===== config.mk =====
export PLATFORM = sky130hd
export DESIGN_NAME = pipe_stall_ctrl_flat
export DESIGN_NICKNAME = d
export VERILOG_FILES = /design/src/rtl/pipe_pkg.sv /design/src/rtl/pipe_stall_ctrl_if.sv /design/src/rtl/md_occupancy.sv /design/src/rtl/pipe_stall_ctrl.sv /design/src/flat_wrapper.sv
export SDC_FILE = /design/constraint.sdc
export NUM_CORES = 1
export LEC_CHECK = 0
export CAP_MARGIN = 20
export CORE_ASPECT_RATIO = 0.75
export CORE_MARGIN = 5
export CORE_UTILIZATION = 38
export DETAILED_ROUTE_END_ITERATION = 8
export GPL_ROUTABILITY_DRIVEN = 0
export GPL_TIMING_DRIVEN = 0
export HOLD_SLACK_MARGIN = 0.03
export PLACE_DENSITY = 0.86
export SYNTH_ARGS = -nofsm -noshare
export SYNTH_HDL_FRONTEND = slang
export SYNTH_SLANG_ARGS = --single-unit

===== constraint.sdc =====
create_clock -name clock -period 1.7 [get_ports clock]
set_input_delay 0.255 -clock clock [delete_from_list [all_inputs] [get_ports clock]]
set_output_delay 0.255 -clock clock [all_outputs]
set_load 0.02 [all_outputs]

===== src/rtl/pipe_pkg.sv =====
// Shared types and constants for the pipeline hazard/stall sequencer.
package pipe_pkg;

    typedef enum logic [1:0] {
        IDLE = 2'd0,
        BUSY = 2'd1,
        DONE = 2'd2
    } md_state_e;

    localparam int unsigned REG_W          = 5;
    localparam int unsigned MUL_CYCLES_DEF = 4;
    localparam int unsigned DIV_CYCLES_DEF = 32;
    localparam int unsigned CNT_W_DEF      = 6;
    localparam int unsigned STAT_W         = 32;

    localparam logic [REG_W-1:0] REG_ZERO = REG_W'(0);

endpackage


===== src/rtl/pipe_stall_ctrl_if.sv =====
// ID/EX hazard inputs and stall/HI-LO status outputs of the stall sequencer.
// Stall counters exist only when STALL_STATS_EN is defined.
interface pipe_stall_ctrl_if #(
    parameter int unsigned CNT_W = pipe_pkg::CNT_W_DEF
);
    logic [pipe_pkg::REG_W-1:0] id_rs;
    logic [pipe_pkg::REG_W-1:0] id_rt;
    logic                       id_use_rs;
    logic                       id_use_rt;
    logic [pipe_pkg::REG_W-1:0] ern;
    logic                       ewreg;
    logic                       em2reg;
    logic                       id_md;
    logic                       id_md_div;
    logic                       id_hilo_rd;
    logic                       wpcir;
    logic                       dbubble;
    logic                       md_start;
    logic                       md_busy;
    logic                       md_done;
    logic [CNT_W-1:0]           md_count;
`ifdef STALL_STATS_EN
    logic [pipe_pkg::STAT_W-1:0] lu_stall_cnt;
    logic [pipe_pkg::STAT_W-1:0] md_stall_cnt;
`endif

    modport master (
        output id_rs, id_rt, id_use_rs, id_use_rt, ern, ewreg, em2reg,
               id_md, id_md_div, id_hilo_rd,
        input  wpcir, dbubble, md_start, md_busy, md_done, md_count
`ifdef STALL_STATS_EN
      , input  lu_stall_cnt, md_stall_cnt
`endif
    );

    modport slave (
        input  id_rs, id_rt, id_use_rs, id_use_rt, ern, ewreg, em2reg,
               id_md, id_md_div, id_hilo_rd,
        output wpcir, dbubble, md_start, md_busy, md_done, md_count
`ifdef STALL_STATS_EN
      , output lu_stall_cnt, md_stall_cnt
`endif
    );

endinterface


===== src/rtl/md_occupancy.sv =====
// Occupancy tracker for the iterative HI/LO unit: IDLE/BUSY/DONE FSM with a
// remaining-cycle counter.
module md_occupancy
    import pipe_pkg::*;
#(
    parameter int unsigned MUL_CYCLES = MUL_CYCLES_DEF,
    parameter int unsigned DIV_CYCLES = DIV_CYCLES_DEF,
    parameter int unsigned CNT_W      = CNT_W_DEF
) (
    input  logic             clock,
    input  logic             resetn,
    input  logic             issue,
    input  logic             md_div,
    output md_state_e        state,
    output logic             md_busy,
    output logic             md_done,
    output logic [CNT_W-1:0] md_count
);

    md_state_e        state_nxt;
    logic [CNT_W-1:0] count_nxt;
    logic [CNT_W-1:0] load_val;

    // State and counter register
    always_ff @(posedge clock or negedge resetn) begin
        if (!resetn) begin
            state    <= IDLE;
            md_count <= '0;
        end else begin
            state    <= state_nxt;
            md_count <= count_nxt;
        end
    end

    // Next state and counter; DONE may reload directly into BUSY
    always_comb begin
        state_nxt = state;
        count_nxt = md_count;
        load_val  = md_div ? CNT_W'(DIV_CYCLES) : CNT_W'(MUL_CYCLES);
        case (state)
            IDLE: begin
                if (issue) begin
                    state_nxt = BUSY;
                    count_nxt = load_val;
                end
            end
            BUSY: begin
                if (md_count == CNT_W'(1)) begin
                    state_nxt = DONE;
                    count_nxt = '0;
                end else begin
                    count_nxt = md_count - CNT_W'(1);
                end
            end
            DONE: begin
                if (issue) begin
                    state_nxt = BUSY;
                    count_nxt = load_val;
                end else begin
                    state_nxt = IDLE;
                end
            end
            default: begin
                state_nxt = IDLE;
                count_nxt = '0;
            end
        endcase
    end

    // Status decode
    always_comb begin
        md_busy = 1'b0;
        md_done = 1'b0;
        md_busy = (state == BUSY);
        md_done = (state == DONE);
    end

endmodule


===== src/rtl/pipe_stall_ctrl.sv =====
// Load-use and HI/LO hazard detection with PC/IF-ID hold and ID/EX bubble.
// Optional stall statistics counters under STALL_STATS_EN.
module pipe_stall_ctrl
    import pipe_pkg::*;
#(
    parameter int unsigned MUL_CYCLES = MUL_CYCLES_DEF,
    parameter int unsigned DIV_CYCLES = DIV_CYCLES_DEF,
    parameter int unsigned CNT_W      = CNT_W_DEF
) (
    input  logic              clock,
    input  logic              resetn,
    pipe_stall_ctrl_if.slave  bus
);

    md_state_e state;
    logic      rs_hit;
    logic      rt_hit;
    logic      lu_haz;
    logic      md_haz;
    logic      issue;
    logic      stall;
    logic      md_busy;
    logic      md_done;
    logic [CNT_W-1:0] md_count;

    // Hazard detection; reset forces the pipeline to advance with no issue
    always_comb begin
        rs_hit = bus.id_use_rs && (bus.ern == bus.id_rs);
        rt_hit = bus.id_use_rt && (bus.ern == bus.id_rt);
        lu_haz = bus.ewreg && bus.em2reg && (bus.ern != REG_ZERO) && (rs_hit || rt_hit);
        md_haz = (state == BUSY) && (bus.id_md || bus.id_hilo_rd);
        issue  = resetn && bus.id_md && !lu_haz && ((state == IDLE) || (state == DONE));
        stall  = resetn && (lu_haz || md_haz);
    end

    assign bus.md_start = issue;
    assign bus.wpcir    = !stall;
    assign bus.dbubble  = stall;
    assign bus.md_busy  = md_busy;
    assign bus.md_done  = md_done;
    assign bus.md_count = md_count;

    md_occupancy #(
        .MUL_CYCLES (MUL_CYCLES),
        .DIV_CYCLES (DIV_CYCLES),
        .CNT_W      (CNT_W)
    ) u_md_occupancy (
        .clock    (clock),
        .resetn   (resetn),
        .issue    (issue),
        .md_div   (bus.id_md_div),
        .state    (state),
        .md_busy  (md_busy),
        .md_done  (md_done),
        .md_count (md_count)
    );

`ifdef STALL_STATS_EN
    logic [STAT_W-1:0] lu_cnt;
    logic [STAT_W-1:0] md_cnt;

    // Free-running hazard cycle counters, wrap naturally
    always_ff @(posedge clock or negedge resetn) begin
        if (!resetn) begin
            lu_cnt <= '0;
            md_cnt <= '0;
        end else begin
            if (lu_haz) lu_cnt <= lu_cnt + STAT_W'(1);
            if (md_haz) md_cnt <= md_cnt + STAT_W'(1);
        end
    end

    assign bus.lu_stall_cnt = lu_cnt;
    assign bus.md_stall_cnt = md_cnt;
`endif

endmodule


===== src/flat_wrapper.sv =====
// flat-port wrapper written by rule: the top's interface ports become plain ports
module pipe_stall_ctrl_flat import pipe_pkg::*;
#(
    parameter int unsigned MUL_CYCLES = MUL_CYCLES_DEF,
    parameter int unsigned DIV_CYCLES = DIV_CYCLES_DEF,
    parameter int unsigned CNT_W      = CNT_W_DEF
)
  (clock, resetn, bus_id_rs, bus_id_rt, bus_id_use_rs, bus_id_use_rt, bus_ern, bus_ewreg, bus_em2reg, bus_id_md, bus_id_md_div, bus_id_hilo_rd, bus_wpcir, bus_dbubble, bus_md_start, bus_md_busy, bus_md_done, bus_md_count);
  pipe_stall_ctrl_if #(.CNT_W(CNT_W)) bus_i ();
  input  logic clock;
  input  logic resetn;
  input wire logic [$bits(bus_i.id_rs)-1:0] bus_id_rs;
  input wire logic [$bits(bus_i.id_rt)-1:0] bus_id_rt;
  input wire logic [$bits(bus_i.id_use_rs)-1:0] bus_id_use_rs;
  input wire logic [$bits(bus_i.id_use_rt)-1:0] bus_id_use_rt;
  input wire logic [$bits(bus_i.ern)-1:0] bus_ern;
  input wire logic [$bits(bus_i.ewreg)-1:0] bus_ewreg;
  input wire logic [$bits(bus_i.em2reg)-1:0] bus_em2reg;
  input wire logic [$bits(bus_i.id_md)-1:0] bus_id_md;
  input wire logic [$bits(bus_i.id_md_div)-1:0] bus_id_md_div;
  input wire logic [$bits(bus_i.id_hilo_rd)-1:0] bus_id_hilo_rd;
  output wire logic [$bits(bus_i.wpcir)-1:0] bus_wpcir;
  output wire logic [$bits(bus_i.dbubble)-1:0] bus_dbubble;
  output wire logic [$bits(bus_i.md_start)-1:0] bus_md_start;
  output wire logic [$bits(bus_i.md_busy)-1:0] bus_md_busy;
  output wire logic [$bits(bus_i.md_done)-1:0] bus_md_done;
  output wire logic [$bits(bus_i.md_count)-1:0] bus_md_count;
  assign bus_i.id_rs = bus_id_rs;
  assign bus_i.id_rt = bus_id_rt;
  assign bus_i.id_use_rs = bus_id_use_rs;
  assign bus_i.id_use_rt = bus_id_use_rt;
  assign bus_i.ern = bus_ern;
  assign bus_i.ewreg = bus_ewreg;
  assign bus_i.em2reg = bus_em2reg;
  assign bus_i.id_md = bus_id_md;
  assign bus_i.id_md_div = bus_id_md_div;
  assign bus_i.id_hilo_rd = bus_id_hilo_rd;
  assign bus_wpcir = bus_i.wpcir;
  assign bus_dbubble = bus_i.dbubble;
  assign bus_md_start = bus_i.md_start;
  assign bus_md_busy = bus_i.md_busy;
  assign bus_md_done = bus_i.md_done;
  assign bus_md_count = bus_i.md_count;
  pipe_stall_ctrl #(.MUL_CYCLES(MUL_CYCLES), .DIV_CYCLES(DIV_CYCLES), .CNT_W(CNT_W)) u_core (.clock(clock), .resetn(resetn), .bus(bus_i));
endmodule

==> run summary, run 1 <==
Area leader, netlist: dfrtp_1
Internal Pwr Total: 869.7 µW
Final #Nets: 145
CTS buffer count: 3
Critical-path top delay cell: or4_4
Top post-synthesis cells by area: dfrtp_1, xor2_1, o32ai_2
# IOs: 35
Failing checks: negative setup slack
PwrDens: 1332 mW/mm²
Minimum clock period: 1.744 ns
IO buf count: 34
WP buf/inv: 4
Clock tree root driver cell: clkbuf_4
Crit path max-delay family: simple AND/OR/NAND/NOR gates
Share of cells above drive strength 1: 43.59%
Fmax: 573.5 MHz
R2r setup slk: 0.08 ns
RR Endpoint: u_core.u_md_occupancy.md_count[0]
P_leak: 0.0005283 µW
CTS tree: done
Diodes inserted: 0
# clock sinks: 8
Data arrival time of the critical path: 1.49 ns
Max cap viols: 0
Worst endpoint required time: 1.44 ns
DRC Markers: 0
Synth top area share: 29.91%
Largest net degree at the start of global routing: 12
Fin crit share: 102.6%
Yosys cell types: 31
Setup WS post-layout: -0.04375 ns
Combinational Power Share: 65.9%
Cell Rows: 13
R2R depth: 6
Flop pwr share: 24.6%
Detailed Place HPWL: 1679 µm
Clk_lat worst skew: 0.26 ns
Clock Skews: 0.0003393 ns
Worst-case clock buffer depth: 2
Die span in y: 46.35 µm
Synth-to-Final Area Change: 82.24%
Pin slew with the least headroom to its limit: 0.4075 ns
Initial core utilization: 39.19%
H-tree levels: 1
First-pass GRT wire length: 3436 µm
Via count: 722
Slew HR: 72.58%
Final Hold Fails: 0
Worst r2r src: u_core.u_md_occupancy.md_count[1]
Clock power frac: 9.5%
Drt total wl: 2415 µm
Wire length per cell: 17.37 µm
Seq/Total Area, Yosys: 29.91%
Leading cell type in the layout, fill and taps excluded: clkdlybuf4s50_1
Core box area: 0.001708 mm²
Critical Path Max Stage Delay: 0.54 ns
Worst hold-check path type: in -> async
Total track usage: 17.81%
Worst path cell trace: buf_8, or4_4, o211ai_4, buf_6, o21ai_2, inv_1, buf_6
Vias per std cell: 5.194
RSZ-0062 raised after global routing: yes
Die Area: 0.002710 mm²
Worst setup path startpoint: bus_ern[1]
DR pass1 iterations: 4
Post-synthesis instance total: 73
Vias in the first global route: 717
Initial antenna violation count: 0
Crit Path Class: in -> out
Sw Pwr: 755.2 µW
Syn Area/Cell: 9.170 µm²
Synthesis Warnings: 0
Maximum vdd drop: 798.7 µV
Clock transition at the registers of the reported paths: 0.06 ns
Post-DRT Antenna Nets: 0
GRT Residual Overflow: 0
Element type at the critical path end: output pin
Yosys reg bits: 8
Startpoint types: primary input
Most frequent cells in the layout: clkdlybuf4s50_1, buf_4, dfrtp_1
Final Util: 71.43%
Syn Nets: 99
Setup TNS: -0.07643 ns
Max Transition Viols Final: 0
Switching share of power: 46.48%
Status: finished with violations
Width of the die: 58.47 µm
Worst path most repeated cell: buf_6
Crit path max fanout: 2
Final setup fails: 2
PnR Total Power: 1625 µW
Netlist Area Pre-Place: 669.4 µm²
DRT iter0 DRCs: 25
## metal layers
metal / vias up / GRT usage [%] / part of all wire, %
li1: 348 / - / -
met1: 351 / 21.44 / 42
met2: 21 / 31.63 / 51
met3: 2 / 6.723 / 6.2
met4: 0 / 1.389 / 0.17
met5: - / 0 / 0
## sequential cells by signal (all words and copies together), names as in the netlist
name / cells
u_core.u_md_occupancy.state: 2
u_core.u_md_occupancy.md_count: 6
## area by class of cell
cell class	count	area, µm²
multi-input combinational	58	571.8
fill	126	488.0
timing repair buffer	41	369.1
sequential	8	201.4
tap	22	27.53
clock buffer	3	22.52
inverter	6	22.52
buffer	1	5.005
## per-stage QoR
| step | instances | area (µm²) | hold WS (ns) | setup slack, ns |
|---|---|---|---|---|
| global route | 139 | 1220 | 0.5396 | -0.07226 |
| finish | 139 | 1220 | 0.5276 | -0.04375 |
| global placement | 129 | 1037 | 0.5713 | -0.9769 |
| floorplan | 73 | 669.4 | -0.04059 | 0.01726 |
| CTS | 135 | 1120 | 0.06476 | -0.03614 |
| detailed placement | 129 | 1037 | 0.5941 | -0.9930 |
## cell families (layout without fill, tap and decap cells)
logic type / count (synthesis) / count (layout) / synth area share [%]
AND/OR/NAND/NOR: 26 / 26 / 21.31
AO/OA/AOI/OAI: 17 / 17 / 23.74
XOR/XNOR: 12 / 12 / 15.70
flip-flops: 8 / 8 / 29.91
buffers and inverters: 7 / 51 / 3.924
adder cells (fa/ha/maj): 2 / 2 / 3.738
multiplexers: 1 / 1 / 1.682
## worst max path at each step
stage / end / slack, ns / cells past startpoint
6_report: bus_md_start / -0.04 / 7
5_1_grt: bus_md_start / -0.07 / 5
4_1_cts: bus_dbubble / -0.04 / 6
3_5_place_dp: bus_wpcir / -0.99 / 6
3_3_place_gp: bus_wpcir / -0.98 / 6
2_1_floorplan: bus_wpcir / 0.02 / 4
## what timing repair did
item,in CTS,in global routing
resized for setup,83,25
endpoints found under the setup margin,12,5
hold buffers,0,1
gates cloned,0,0
setup buffers,3,3
pin swaps,13,13
hold endpoints to repair,0,8
## cells in the mapped netlist
master    instances
xor2_1            9
dfrtp_1           8
inv_1             6
nor2_1            6
nand2_1           4
a21oi_1           3
and3_1            3
nand2b_1          3
o32ai_2           3
xnor2_1           3
ha_1              2
nor3_1            2
nor4_1            2
o21ai_0           2
a211oi_1          1
a211oi_2          1
a32oi_1           1
and2_0            1
clkbuf_1          1
mux2_2            1
nand3_1           1
nor2b_1           1
nor3b_1           1
nor4_2            1
o211ai_2          1
o21a_1            1
o21ai_1           1
o21ba_4           1
o221ai_1          1
o22ai_1           1
or4_1             1
## power groups by stage
| stage | logic (µW) | registers [µW] | clock network (µW) |
|---|---|---|---|
| detailed placement | 983 | 379 | 0 |
| finish | 1070 | 400 | 154 |
| CTS | 1000 | 381 | 154 |
| global placement | 955 | 374 | 0 |
| floorplan | 545 | 440 | 0 |
| global route | 1150 | 409 | 169 |
Power figures use the tool's default switching activity.
==> inputs of run 2 (changes only) <==
Settings changed: CORE_MARGIN 5 to unset, CTS_CLUSTER_SIZE set to 8, GPL_ROUTABILITY_DRIVEN 0 to unset.
==> run 2 against run 1 <==
The flow still finishes with violations (negative setup slack); first-iteration DRC count is 60% higher; highest routed layer unchanged; clock power hardly changed; clock skew is 0.0012 ns higher; routed wire length is 12% lower.
==> run summary, run 2 (same netlist as run 1, synthesis figures left out) <==
Status: finished with violations (unchanged)
Failing checks: negative setup slack (unchanged)
RSZ-0062 raised after global routing: yes (unchanged)
R2R depth: 5 (was 6)
Final Hold Fails: 0 (unchanged)
Cell Rows: 12 (was 13)
Via count: 736 (was 722)
Worst hold-check path type: in -> async (unchanged)
Width of the die: 50.47 µm (was 58.47 µm)
First-pass GRT wire length: 3553 µm (was 3436 µm)
P_leak: 0.0004984 µW (was 0.0005283 µW)
Core box area: 0.001562 mm² (was 0.001708 mm²)
Detailed Place HPWL: 1475 µm (was 1679 µm)
DR pass1 iterations: 4 (unchanged)
Element type at the critical path end: output pin (unchanged)
Top routing layer in use: met4 (unchanged)
DRT iter0 DRCs: 40 (was 25)
Clk_lat worst skew: 0.26 ns (about the same)
Minimum clock period: 1.803 ns (was 1.744 ns)
Fmax: 554.7 MHz (was 573.5 MHz)
Post-DRT Antenna Nets: 0 (unchanged)
Worst-case clock buffer depth: 2 (unchanged)
Vias per std cell: 5.412 (was 5.194)
H-tree levels: 1 (unchanged)
Fin crit share: 106.0% (was 102.6%)
Top reg by flops: u_core.u_md_occupancy.md_count (unchanged)
Synth-to-Final Area Change: 70.28% (was 82.24%)
Slew HR: 68.40% (was 72.58%)
Startpoint types: primary input (unchanged)
Largest net degree at the start of global routing: 12 (unchanged)
# clock sinks: 8 (unchanged)
R2r setup slk: 0.10 ns (was 0.08 ns)
Crit Path Class: in -> out (unchanged)
CTS buffer count: 3 (unchanged)
# IOs: 35 (unchanged)
PwrDens: 1368 mW/mm² (was 1332 mW/mm²)
Pin slew with the least headroom to its limit: 0.4741 ns (was 0.4075 ns)
Data arrival time of the critical path: 1.55 ns (was 1.49 ns)
WL met2: 988 µm (was 1234 µm)
Clock tree root driver cell: clkbuf_4 (unchanged)
IO buf count: 34 (unchanged)
Maximum vdd drop: 1141 µV (was 798.7 µV)
Wire length per cell: 15.70 µm (was 17.37 µm)
Total track usage: 26.89% (was 17.81%)
Initial core utilization: 42.87% (was 39.19%)
Metal3 WL: 208 µm (was 150 µm)
CTS tree: done (unchanged)
RR Endpoint: u_core.u_md_occupancy.md_count[5] (was u_core.u_md_occupancy.md_count[0])
DRC Markers: 0 (unchanged)
Leading cell type in the layout, fill and taps excluded: clkdlybuf4s50_1 (unchanged)
Filler cells: 114 (was 126)
Most frequent cells in the layout: clkdlybuf4s50_1, dfrtp_1, buf_6 (was clkdlybuf4s50_1, buf_4, dfrtp_1)
Share of cells above drive strength 1: 34.78% (was 43.59%)
Clock Skews: 0.001517 ns (was 0.0003393 ns)
Vias in the first global route: 763 (was 717)
Worst r2r src: u_core.u_md_occupancy.md_count[2] (was u_core.u_md_occupancy.md_count[1])
Max Transition Viols Final: 0 (unchanged)
Worst endpoint required time: 1.44 ns (about the same)
Final setup fails: 3 (was 2)
Placer congestion estimate: 0.8414
Crit path max fanout: 3 (was 2)
GRT Residual Overflow: 0 (unchanged)
Largest registers: u_core.u_md_occupancy.md_count x6, u_core.u_md_occupancy.state x2 (unchanged)
Drt total wl: 2135 µm (was 2415 µm)
Diodes inserted: 0 (unchanged)
Setup WS post-layout: -0.1027 ns (was -0.04375 ns)
Die span in y: 38.35 µm (was 46.35 µm)
Die Area: 0.001935 mm² (was 0.002710 mm²)
DRT met1 WL: 902 µm (was 1026 µm)
Initial antenna violation count: 0 (unchanged)
Clock transition at the registers of the reported paths: 0.06 ns (about the same)
Final #Nets: 143 (was 145)
Setup TNS: -0.1536 ns (was -0.07643 ns)
Max cap viols: 0 (unchanged)
Number of flip-flops in the largest register: 6 (unchanged)
Hold slack final: 0.05006 ns (was 0.5276 ns)
run 2: final cells by class:
class                           instances  area, µm²  area share (%)
Tap cell                               21      26.28           2.305
Multi-Input combinational cell         58      510.5           44.79
Inverter                                6      22.52           1.976
Sequential cell                         8      200.2           17.56
Clock buffer                            3      22.52           1.976
Buffer                                  1      5.005          0.4391
Timing Repair Buffer                   39      352.8           30.96
run 2: what timing repair did:
action                     CTS  global route
gates resized for setup     85             3
setup endpoints to repair   11             9
pin swaps                   18             4
cloned                       0             0
buffers inserted             5             1
hold buffers                 0             0
run 2: how the worst max path moves through the flow:
| stage | start | endpoint | slack, ns | cells past startpoint |
|---|---|---|---|---|
| after detailed placement | bus_ern[1] | bus_wpcir | -0.98 | 6 |
| after floorplan | bus_ern[1] | bus_wpcir | 0.02 | 4 |
| after global routing | bus_id_rs[1] | bus_md_start | -0.15 | 8 |
| after global placement | bus_ern[1] | bus_wpcir | -0.94 | 6 |
| final | bus_ern[0] | bus_md_start | -0.10 | 8 |
| after CTS | bus_id_rs[1] | bus_md_start | -0.06 | 8 |
run 2: per-stage QoR:
step | cell area (µm²) | setup WS (ns) | instances | utilization (%) | power (µW)
floorplan | 669.4 | 0.01726 | 73 | - | 984.4
global placement | 1036 | -0.9423 | 128 | 66.35 | 1326
detailed placement | 1036 | -0.9840 | 128 | 66.35 | 1347
CTS | 1135 | -0.05602 | 136 | 72.68 | 1526
global route | 1140 | -0.1524 | 136 | 73.00 | 1670
finish | 1140 | -0.1027 | 136 | 73.00 | 1560
run 2: where the power goes:
part | total, µW | switching (µW) | internal (µW)
combinational | 1030 | 535 | 490
clock | 151 | 70.2 | 81.2
sequential | 383 | 105 | 278
run 2: critical path: stages:
cell             delay (ns)
clkdlybuf4s15_1        0.27
xor2_1                 0.21
nor4_2                 0.17
a32oi_2                0.11
buf_4                  0.18
o21ai_4                0.16
inv_2                  0.05
buf_6                  0.12
run 2: routing by layer:
metal / vias up / track usage [%]
li1: 345 / -
met3: 4 / 8.333
met2: 40 / 41.33
met5: - / 0
met4: 0 / 11.11
met1: 347 / 35.19
